File: src/rtl/cdma_status_poller_pkg.sv
// Shared definitions for the CDMA status poller and its sibling programming stage.
//
// Contents:
//   poll_state_e     - poller FSM state encoding
//   Cdma*Offset      - AXI CDMA register offsets (AXI-lite byte addresses, 10 bits)
//   Sr*Bit / masks   - CDMA status register (SR) bit positions
//   err_code_e       - completion error codes reported on err_code
//   classify_status  - decides whether a polled SR word ends the transfer, and how
package cdma_status_poller_pkg;

    typedef enum logic [2:0] {
        StIdle,
        StGap,
        StAr,
        StR,
        StFin
    } poll_state_e;

    // CDMA register map (shared with the programming stage)
    localparam logic [9:0] CdmaSrOffset  = 10'h004;
    localparam logic [9:0] CdmaSaOffset  = 10'h018;
    localparam logic [9:0] CdmaDaOffset  = 10'h020;
    localparam logic [9:0] CdmaBttOffset = 10'h028;

    // SR bit positions
    localparam int unsigned SrIdleBit   = 1;
    localparam int unsigned SrIntErrBit = 4;
    localparam int unsigned SrSlvErrBit = 5;
    localparam int unsigned SrDecErrBit = 6;

    localparam logic [31:0] SrErrMask = (32'd1 << SrIntErrBit) |
                                        (32'd1 << SrSlvErrBit) |
                                        (32'd1 << SrDecErrBit);

    typedef enum logic [1:0] {
        ErrNone    = 2'b00,
        ErrResp    = 2'b01,
        ErrSr      = 2'b10,
        ErrTimeout = 2'b11
    } err_code_e;

    typedef struct packed {
        logic      finish;
        err_code_e code;
    } verdict_t;

    // Priority: bad response, SR error bits, Idle, poll budget exhausted.
    function automatic verdict_t classify_status(input logic [1:0]  resp,
                                                 input logic [31:0] sr,
                                                 input logic [31:0] err_mask,
                                                 input logic [31:0] idle_mask,
                                                 input logic        last_poll);
        verdict_t v;
        v.finish = 1'b1;
        v.code   = ErrNone;
        if (resp != 2'b00) begin
            v.code = ErrResp;
        end else if ((sr & err_mask) != '0) begin
            v.code = ErrSr;
        end else if ((sr & idle_mask) != '0) begin
            v.code = ErrNone;
        end else if (last_poll) begin
            v.code = ErrTimeout;
        end else begin
            v.finish = 1'b0;
        end
        return v;
    endfunction

endpackage

File: src/rtl/axil_read_single.sv
// One-shot AXI-lite read master: issues a single AR beat, accepts the R beat,
// and presents the returned data/response with a one-cycle done pulse.
//
// Ports:
//   clk, rst_n         - clock, asynchronous active-low reset
//   start              - begin a read of addr (ignored while busy)
//   addr               - read address
//   busy               - a read is outstanding (AR or R phase)
//   data, resp         - captured R beat, valid from the done pulse until the next read
//   done               - one-cycle pulse, the cycle after the R handshake
//   araddr, arvalid,
//   arready            - AXI-lite AR channel
//   rdata, rresp,
//   rvalid, rready     - AXI-lite R channel
module axil_read_single #(
    parameter int unsigned AW = 10,
    parameter int unsigned DW = 32
) (
    input  logic          clk,
    input  logic          rst_n,
    input  logic          start,
    input  logic [AW-1:0] addr,
    output logic          busy,
    output logic [DW-1:0] data,
    output logic [1:0]    resp,
    output logic          done,
    output logic [AW-1:0] araddr,
    output logic          arvalid,
    input  logic          arready,
    input  logic [DW-1:0] rdata,
    input  logic [1:0]    rresp,
    input  logic          rvalid,
    output logic          rready
);

    always_ff @(posedge clk or negedge rst_n) begin
        if (!rst_n) begin
            araddr  <= '0;
            arvalid <= 1'b0;
            rready  <= 1'b0;
            data    <= '0;
            resp    <= 2'b00;
            done    <= 1'b0;
        end else begin
            done <= 1'b0;
            if (arvalid) begin
                // arvalid/araddr held until the slave takes the address
                if (arready) begin
                    arvalid <= 1'b0;
                    rready  <= 1'b1;
                end
            end else if (rready) begin
                if (rvalid) begin
                    rready <= 1'b0;
                    data   <= rdata;
                    resp   <= rresp;
                    done   <= 1'b1;
                end
            end else if (start) begin
                arvalid <= 1'b1;
                araddr  <= addr;
            end
        end
    end

    assign busy = arvalid | rready;

endmodule

File: src/rtl/cdma_status_poller.sv
// Polls the AXI CDMA status register after the programming stage launches a
// transfer, and reports a single completion pulse plus a sticky error code.
//
// Ports:
//   clk, rst_n                - clock, asynchronous active-low reset
//   dma_done                  - start pulse from the CDMA programming stage (IDLE only)
//   araddr, arvalid, arready  - AXI-lite AR channel to the CDMA
//   rdata, rresp, rvalid,
//   rready                    - AXI-lite R channel from the CDMA
//   xfer_busy                 - polling in progress
//   xfer_done                 - one-cycle completion pulse (success or failure)
//   xfer_err, err_code        - sticky result, cleared by the next accepted start
//   last_status               - last SR word received
module cdma_status_poller
    import cdma_status_poller_pkg::*;
#(
    parameter logic [9:0]  SR_ADDR   = CdmaSrOffset,
    parameter int unsigned POLL_GAP  = 8,
    parameter int unsigned MAX_POLLS = 1024,
    parameter int unsigned IDLE_BIT  = SrIdleBit,
    parameter logic [31:0] ERR_MASK  = SrErrMask
) (
    input  logic        clk,
    input  logic        rst_n,
    input  logic        dma_done,
    input  logic        arready,
    output logic [9:0]  araddr,
    output logic        arvalid,
    input  logic [31:0] rdata,
    input  logic [1:0]  rresp,
    input  logic        rvalid,
    output logic        rready,
    output logic        xfer_busy,
    output logic        xfer_done,
    output logic        xfer_err,
    output logic [1:0]  err_code,
    output logic [31:0] last_status
);

    localparam int unsigned GapW  = (POLL_GAP > 1) ? $clog2(POLL_GAP) : 1;
    localparam int unsigned PollW = $clog2(MAX_POLLS + 1);

    localparam logic [GapW-1:0]  GapLoad   = GapW'(POLL_GAP - 1);
    localparam logic [PollW-1:0] MaxPollsC = PollW'(MAX_POLLS);
    localparam logic [31:0]      IdleMask  = 32'd1 << IDLE_BIT;

    poll_state_e      state;
    logic [GapW-1:0]  gap_cnt;
    logic [PollW-1:0] poll_cnt;

    logic        rd_start;
    logic        rd_busy;
    logic [31:0] rd_data;
    logic [1:0]  rd_resp;
    logic        rd_done;
    verdict_t    verdict;

    // Launch the read on the last gap cycle so arvalid rises as the FSM enters AR.
    assign rd_start = (state == StGap) && (gap_cnt == '0) && !rd_busy;

    assign verdict = classify_status(rd_resp, rd_data, ERR_MASK, IdleMask,
                                     poll_cnt == MaxPollsC);

    axil_read_single #(
        .AW (10),
        .DW (32)
    ) u_rd (
        .clk     (clk),
        .rst_n   (rst_n),
        .start   (rd_start),
        .addr    (SR_ADDR),
        .busy    (rd_busy),
        .data    (rd_data),
        .resp    (rd_resp),
        .done    (rd_done),
        .araddr  (araddr),
        .arvalid (arvalid),
        .arready (arready),
        .rdata   (rdata),
        .rresp   (rresp),
        .rvalid  (rvalid),
        .rready  (rready)
    );

    always_ff @(posedge clk or negedge rst_n) begin
        if (!rst_n) begin
            state       <= StIdle;
            gap_cnt     <= '0;
            poll_cnt    <= '0;
            xfer_busy   <= 1'b0;
            xfer_done   <= 1'b0;
            xfer_err    <= 1'b0;
            err_code    <= ErrNone;
            last_status <= '0;
        end else begin
            xfer_done <= 1'b0;
            case (state)
                StIdle: begin
                    if (dma_done) begin
                        state     <= StGap;
                        gap_cnt   <= GapLoad;
                        poll_cnt  <= '0;
                        xfer_err  <= 1'b0;
                        err_code  <= ErrNone;
                        xfer_busy <= 1'b1;
                    end
                end
                StGap: begin
                    if (gap_cnt == '0) begin
                        if (!rd_busy) begin
                            state <= StAr;
                        end
                    end else begin
                        gap_cnt <= gap_cnt - GapW'(1);
                    end
                end
                StAr: begin
                    if (arvalid && arready) begin
                        state <= StR;
                        // Saturating: the timeout compare must never see a wrapped count.
                        if (poll_cnt != MaxPollsC) begin
                            poll_cnt <= poll_cnt + PollW'(1);
                        end
                    end
                end
                StR: begin
                    if (rd_done) begin
                        last_status <= rd_data;
                        if (verdict.finish) begin
                            state     <= StFin;
                            xfer_done <= 1'b1;
                            xfer_busy <= 1'b0;
                            err_code  <= verdict.code;
                            xfer_err  <= (verdict.code != ErrNone);
                        end else begin
                            state   <= StGap;
                            gap_cnt <= GapLoad;
                        end
                    end
                end
                StFin: begin
                    state <= StIdle;
                end
                default: begin
                    state <= StIdle;
                end
            endcase
        end
    end

endmodule

File: config.mk
export PLATFORM = sky130hd
export DESIGN_NAME = cdma_status_poller
export DESIGN_NICKNAME = d
export VERILOG_FILES = /design/src/rtl/cdma_status_poller_pkg.sv /design/src/rtl/axil_read_single.sv /design/src/rtl/cdma_status_poller.sv
export SDC_FILE = /design/constraint.sdc
export NUM_CORES = 1
export LEC_CHECK = 0
export CAP_MARGIN = 15
export CORE_ASPECT_RATIO = 0.8
export CORE_MARGIN = 2
export CORE_UTILIZATION = 38
export DETAILED_ROUTE_END_ITERATION = 10
export PLACE_DENSITY = 0.67
export SLEW_MARGIN = 20
export SYNTH_ARGS = -nofsm -noshare
export SYNTH_HDL_FRONTEND = slang
export SYNTH_SLANG_ARGS = --single-unit
File: constraint.sdc
create_clock -name clk -period 3.8 [get_ports clk]
set_input_delay 1.14 -clock clk [delete_from_list [all_inputs] [get_ports clk]]
set_output_delay 1.14 -clock clk [all_outputs]
set_load 0.05 [all_outputs]
==> results summary, run 1 <==
The final clock skew is 7.99 ps. The max-capacitance violation count came out at 0. The data required time of the worst path is 4020 ps. The accumulated negative setup slack came out at 0 ps. The DRC violation total after the first TritonRoute iteration is 101. The total overflow reported by the global router came out at 0. The largest individual stage delay along the critical path comes from the cell nand3_2.

The critical path goes through clkdlybuf4s50_1, nand3_2, mux2_2. The critical register-to-register path startpoint is state[0]. The arrival time at the worst endpoint came out at 2950 ps. The type of the setup path with the least slack is in -> reg. The count of instances resized after the clock tree is built is 0. The synthesized netlist occupies a cell area of 3960 µm². The die covers 11,300 µm². The number of global-route vias before repair came to 2,866.

The initial antenna violation count is 0. The biggest area consumer among synthesized cells is dfrtp_1. The run finished with clean final reports. The top cell type's share of synthesized area came out at 58.2%. The power density over cell area is 738 nW/µm². The HPWL after detailed placement came out at 5720 µm. The layout overhead on the synthesized area came out at 29.9%. Entering global routing, the biggest net connects 51 pins.

Yosys attributes the largest share of cell area to dfrtp_1 (58%), nand2_1 (10%), mux2_2 (9.7%), buf_4 (1.7%), a21oi_1 (1.5%). The register-to-register setup slack is 1690 ps. Timing would allow up to 0.365 GHz. The critical path ends at u_rd.data[4].

The first detailed-routing pass ran for 4 iterations. The cell area reported after detailed placement came out at 4850 µm². The aggregate routed wire length is 8420 µm. The worst ir drop on vdd is 0.000329 V.

The global-route usage over all layers is 15.4%. After synthesis, the share of flip-flops with an asynchronous set or reset is 100%. The clock drives 92 sinks. The min-delay analysis places its worst path in the category reg -> reg. The per-cell routed wire length is 14.2 µm. TritonCTS built the clock tree.

The final non-filler cell total is 592. With fillers left out, the area of the finished cells amounts to 5140 µm². Clock latency on the worst-skew pair, taken at its later pin, is 330 ps. The number of flip-flops and latches in the synthesized netlist came out at 92. The total CTS buffers came out at 9.

The count of pins over their slew limit came out at 0. Setup repair after global routing left no endpoint under its margin. The minimum clock period after layout came out at 2740 ps. The via-per-instance ratio is 4.88. The fraction of final layout cells sized beyond drive strength 1 came out at 12.4%.

The worst path uses 72.1% of the clock period. The number of cells traversed by the worst register-to-register path is 5. The final setup violation count is 0. The number of buffer cells added on primary ports came out at 78. The global-route wire length before repair came out at 13,800 µm. The cell count after synthesis came out at 370. The deepest level of the CTS H-tree is 3. The number of distinct library cells after synthesis is 45.

After clock tree synthesis, the setup repair step added 0 buffers. For this configuration, the core starts out at a cell density of 38.8%. The floorplan has 33 rows. The worst hold path passes through 2 cells.

The global placement routability congestion came out at 0.811. In this run, post-CTS hold repair placed 0 buffers. The most used flip-flop cell after synthesis is dfrtp_1. The worst setup path is captured at a flip-flop. The height of the die came out at 95.3 µm. The number of hold violations in the final report is 0. The worst-margin pin slew is 952 ps. The clock input transition at the sequential cells of the worst setup and hold paths is 70 ps. The largest fanout on the critical path came out at 35. The root buffer cell chosen for the clock tree is clkbuf_16. The remaining routing DRC violations came out at 0. In this run the critical register-to-register path is captured at last_status[24]. The worst-case headroom to the max-slew limit came out at 36.5%.

The leakage power total came out at 2.36 nW. Each instance of the synthesized netlist takes up on average 10.7 µm². The worst setup path is launched from an input pin. The number of antenna-violating nets in the routed design came out at 0. The portion of the post-synthesis area used by sequential elements is 58.2%.

The number of cells after detailed placement is 577. The number of inserted diodes came out at 0. The number of enable flip-flop cells after synthesis came out at 0. The largest single stage delay on the critical path is 720 ps. The final layout net count is 491. The horizontal extent of the die came out at 118 µm. The maximum buffer depth of the clock tree came out at 2. Yosys printed 0 warnings. 88 I/O pins were placed. The placeable core area came out at 10,200 µm².

The routed via count is 2,887. In this run the worst setup path begins at rvalid.
==> how the worst min path moves through the flow <==
stage,startpoint,end,slack (ps)
2_1_floorplan,u_rd.data[0],last_status[0],430
3_3_place_gp,u_rd.data[23],last_status[23],440
3_5_place_dp,u_rd.data[9],last_status[9],450
4_1_cts,u_rd.data[10],last_status[10],460
5_1_grt,u_rd.data[9],last_status[9],480
6_report,u_rd.data[9],last_status[9],460
==> sequential cells by signal, indices dropped and copies added, names as in the netlist <==
register and flops:
u_rd.arvalid 1, u_rd.done 1, last_status 32, xfer_err 1, xfer_done 1, err_code 2, poll_cnt 11, xfer_busy 1
state 3, u_rd.data 32, u_rd.rready 1, u_rd.resp 2, gap_cnt 3, u_rd.araddr 1
==> critical path, delay by kind of cell <==
kind | cells | cell delay, ps
mux | 1 | 580
buf+inv | 1 | 490
simple gates | 1 | 720
==> through the flow <==
stage | hold slack (ps) | worst slack, ps | power [mW] | utilization (%)
floorplan | 433 | 1520 | 2.50 | -
global placement | 443 | 697 | 2.89 | 47.6
detailed placement | 447 | 659 | 2.95 | 47.6
CTS | 463 | 1010 | 3.84 | 50.4
global route | 484 | 917 | 4.02 | 50.4
finish | 460 | 1060 | 3.80 | 50.4
==> report_power, final <==
| part | switching [mW] | internal, mW | total [mW] |
|---|---|---|---|
| Clock | 0.371 | 0.509 | 0.880 |
| Combinational | 0.809 | 0.567 | 1.38 |
| Sequential | 0.235 | 1.31 | 1.54 |
==> Yosys cell counts (all sizes together), types with 6 or more instances <==
cell type  number
a21oi          12
buf            13
clkbuf         10
dfrtp          92
inv            10
mux2           34
nand2         108
nand3          10
nand4           6
nor2            7
o21ai           6
==> logic make-up (layout without fill, tap and decap cells) <==
logic type,Yosys count,count (layout),share of synthesized area (%)
adder cells (fa/ha/maj),4,4,1.26
flip-flops,92,92,58.2
AND/OR/NAND/NOR,158,158,18.2
other,1,9,0.0947
buffers and inverters,33,107,4.11
AO/OA/AOI/OAI,47,47,8.28
multiplexers,35,35,9.92
==> area by class of cell <==
| type | count | area, µm² |
|---|---|---|
| Clock buffer | 10 | 229 |
| Clock inverter | 5 | 61.3 |
| Fill cell | 944 | 5060 |
| Inverter | 10 | 37.5 |
| Multi-Input combinational cell | 253 | 1530 |
| Sequential cell | 92 | 2300 |
| Tap cell | 140 | 175 |
| Timing Repair Buffer | 82 | 808 |
==> cell usage in the layout (no fill, tap or decap), types with 2 or more instances in the layout <==
master           count
a211o_1              3
a21boi_1             2
a21o_1               2
a21oi_1             12
a32o_1               5
and2_1               2
and3_1               2
buf_4                5
clkbuf_16            9
clkdlybuf4s50_1     77
clkinvlp_4           3
conb_1               9
dfrtp_1             92
ha_1                 4
inv_1               10
mux2_2              34
nand2_1            108
nand2b_1             3
nand3_1              9
nand4_1              6
nor2_1               7
nor2b_1              2
nor3_1               3
nor3b_1              2
o211ai_1             5
o21ai_0              5
o31ai_1              4
or3_1                2
or4_1                4
==> layer usage <==
metal	global-route usage (%)	share of wire [%]	vias to the layer above
met3	6.22	7.4	10
met4	4.42	1.0	0
met2	25.4	46	79
li1	-	-	1402
met1	19.0	45	1396
met5	0	0	-
(Power assumes the default switching activity.)
==> inputs of run 2 (changes only) <==
Settings changed: PLACE_DENSITY 0.67 to 0.69.
Clock period 3.8 ns to 2.27 ns, I/O delays scaled along.
==> run 2 against run 1 <==
Hold slack got worse by 290 ps. Clock skew decreased by 3.9 ps. Sequential power increased by 68%. Routed wire length decreased by 1.1%. Sequential share of layout area decreased by 0.81 points. Critical path type is now reg -> out.
==> results summary, run 2 (synthesis gave the netlist of run 1 again) <==
Setup repair after global routing left no endpoint under its margin. The met2 global-route usage came out at 26.5% (+1.2 points). The remaining routing DRC violations came out at 0 (unchanged). The total overflow reported by the global router came out at 0 (unchanged). The worst ir drop on vdd came to 0.000625 V (+90%). The root cell of the clock tree is clkbuf_16. The path class of the tightest hold or removal check is in -> async. The starting utilization of the core area was 38.8% (unchanged).

The final setup violation count came out at 0 (unchanged). The leakage power total came out at 2.44 nW (+3.6%). The number of cells after detailed placement came out at 587 (+1.7%). The post-CTS setup buffer count is 0 (unchanged).

The signal on the critical path passes through clkdlybuf4s50_1. The final layout net count was 501 (+2.0%). The global-route wire length before repair is 14,300 µm (+3.4%).

The per-cell routed wire length came to 13.8 µm (-2.9%). After global routing, the most crowded layer is met2. The number of buffer cells added on primary ports is 78 (unchanged).

In the finished design, the share of the clock period the worst path needs comes to 97.4%. The hold-fix buffer count after cts is 0 (unchanged). Timing would allow up to 0.452 GHz.

The global-route usage over all layers came out at 16.1% (+0.69 points). The final non-filler cell total is 603 (+1.9%). The floorplan die area came out at 11,300 µm² (unchanged). The worst stage delay on the critical path came out at 850 ps (+130 ps). The insertion delay to the later sink of the worst-skew pair is 330 ps (about the same).

The accumulated negative setup slack came out at 0 ps (unchanged). The number of buffer and inverter instances along the worst setup path is 1 (unchanged). The worst setup path is launched from a flip-flop.

The largest fanout on the critical path is 2 (-94%). The worst-margin pin slew came out at 727 ps (-225 ps). The type of the setup path with the least slack is reg -> out. The height of the die came out at 95.3 µm (unchanged). The count of pins over their slew limit is 0 (unchanged). The number of rows in the core area came out at 33 (unchanged). The met1 global-route usage came out at 20.1% (+1.1 points). Leaving out fill and tap cells, the most frequent cell in the layout is nand2_1. In the final layout, the registers with the most flip-flops are last_status (32), u_rd.data (32), poll_cnt (11). The number of antenna-violating nets in the routed design came out at 0 (unchanged). The layout overhead on the synthesized area came out at 32.3%. The maximum buffer depth of the clock tree is 2 (unchanged).

The deepest level of the CTS H-tree came out at 3 (unchanged). The number of global-route vias before repair came out at 2,977 (+3.9%). On the critical path, the stage with the largest delay is an instance of clkdlybuf4s50_1.

The top cell family by delay on the critical path is buffers and inverters. The fraction of final layout cells sized beyond drive strength 1 came to 16.0% (+3.6 points). The total CTS buffers was 9 (unchanged). The via-per-instance ratio came out at 4.88 (about the same).

The global routing met3 resource utilization came out at 4.90% (-1.3 points). The horizontal extent of the die is 118 µm (unchanged). The final clock skew came out at 4.07 ps (-3.92 ps). The number of inserted diodes was 0 (unchanged).

The clock sink count is 92 (unchanged). The HPWL after detailed placement was 5750 µm (+0.44%). The max-capacitance violation count came out at 0 (unchanged). The routed via count is 2,943 (+1.9%).

The critical path capture point type is an output port. Counting I/O delays and the setup requirement, the final critical path takes 2210 ps. The power density over cell area is 1230 nW/µm² (+66%).

The initial antenna violation count was 0 (unchanged). The CTS tree is yes. The boundary pin count was 88 (unchanged). The arrival time at the worst endpoint came out at 1530 ps (-1420 ps). In the layout the commonest cells are nand2_1 (108), dfrtp_1 (92), clkdlybuf4s50_1 (70). The number of fill cells in the layout was 944 (unchanged).

The aggregate routed wire length is 8320 µm (-1.1%). The worst-case headroom to the max-slew limit is 51.4% (+15 points). The global placement routability congestion came to 0.782 (-3.6%). The data required time of the worst path is 1590 ps (-2430 ps).

The number of hold violations in the final report is 0 (unchanged). The count of instances resized after the clock tree is built came to 0 (unchanged). The placeable core area was 10,200 µm² (unchanged). The clock input transition at the sequential cells of the worst setup and hold paths is 60 ps (about the same). The DRC violation total after the first TritonRoute iteration was 102 (+0.99%). The maximum number of pins on one net before global-route repair came out at 57 (+12%). The flow ran to the end, and the final reports show no timing, DRC or antenna violations. The total iterations of the first detailed-routing run is 4 (unchanged).
==> run 2: changes by cell type in the layout (fill, tap and decap cells not counted), sizes merged <==
cell / change
clkinv: +2
clkinvlp: -2
clkdlybuf4s50: -7
clkbuf: +1
buf: +17
==> run 2: area by class of cell <==
type	instances	area, µm²	share of cell area, %
flip-flops and latches	92	2300	44.0
well taps	140	175	3.34
clock buffers	11	243	4.63
clock inverters	5	60.1	1.15
inverters	10	37.5	0.717
multi-input cells	253	1530	29.2
repair buffers	92	891	17.0
==> run 2: power breakdown <==
| group | leakage (nW) | switching (mW) | internal, mW |
|---|---|---|---|
| logic | 1.11 | 1.36 | 0.974 |
| clock network | 0.146 | 0.620 | 0.888 |
| registers | 1.19 | 0.397 | 2.19 |
| total | 2.44 | 2.37 | 4.05 |
==> run 2: final timing paths <==
check,startpoint,end,slack [ps],depth (start not counted)
max reg2reg,poll_cnt[0],xfer_err,220,6
min in group clk,u_rd.data[17],last_status[17],460,2
min reg2reg,u_rd.data[17],last_status[17],460,2
min,rst_n,last_status[13],170,1
max,last_status[1],last_status[1],60,1
max in group asynchronous,rst_n,u_rd.data[17],1530,2
==> run 2: stage by stage <==
stage          instance area (µm²)  worst slack [ps]  hold slack [ps]  util (%)  total power [mW]
6_report                      5240              58.2              171      51.4              6.43
5_1_grt                       5240              14.3              162      51.4              6.83
4_1_cts                       5240              26.2              159      51.4              6.51
3_5_place_dp                  4930              -211              453      48.4              4.97
3_3_place_gp                  4930              -109              440      48.4              4.88
2_1_floorplan                 3990               382              385         -              4.18
==> run 2: metal layers <==
layer / part of all wire, % / vias to the layer above
met5: 0 / -
met4: 2.4 / 0
met3: 5.5 / 16
met1: 46 / 1434
li1: - / 1429
met2: 46 / 64
==> inputs of run 3 (changes only) <==
Settings changed: CTS_CLUSTER_SIZE from default to 14, SLEW_MARGIN 20 to default.
==> results of run 3 <==
Final layout, timing and power as in run 2 (identical DEF).
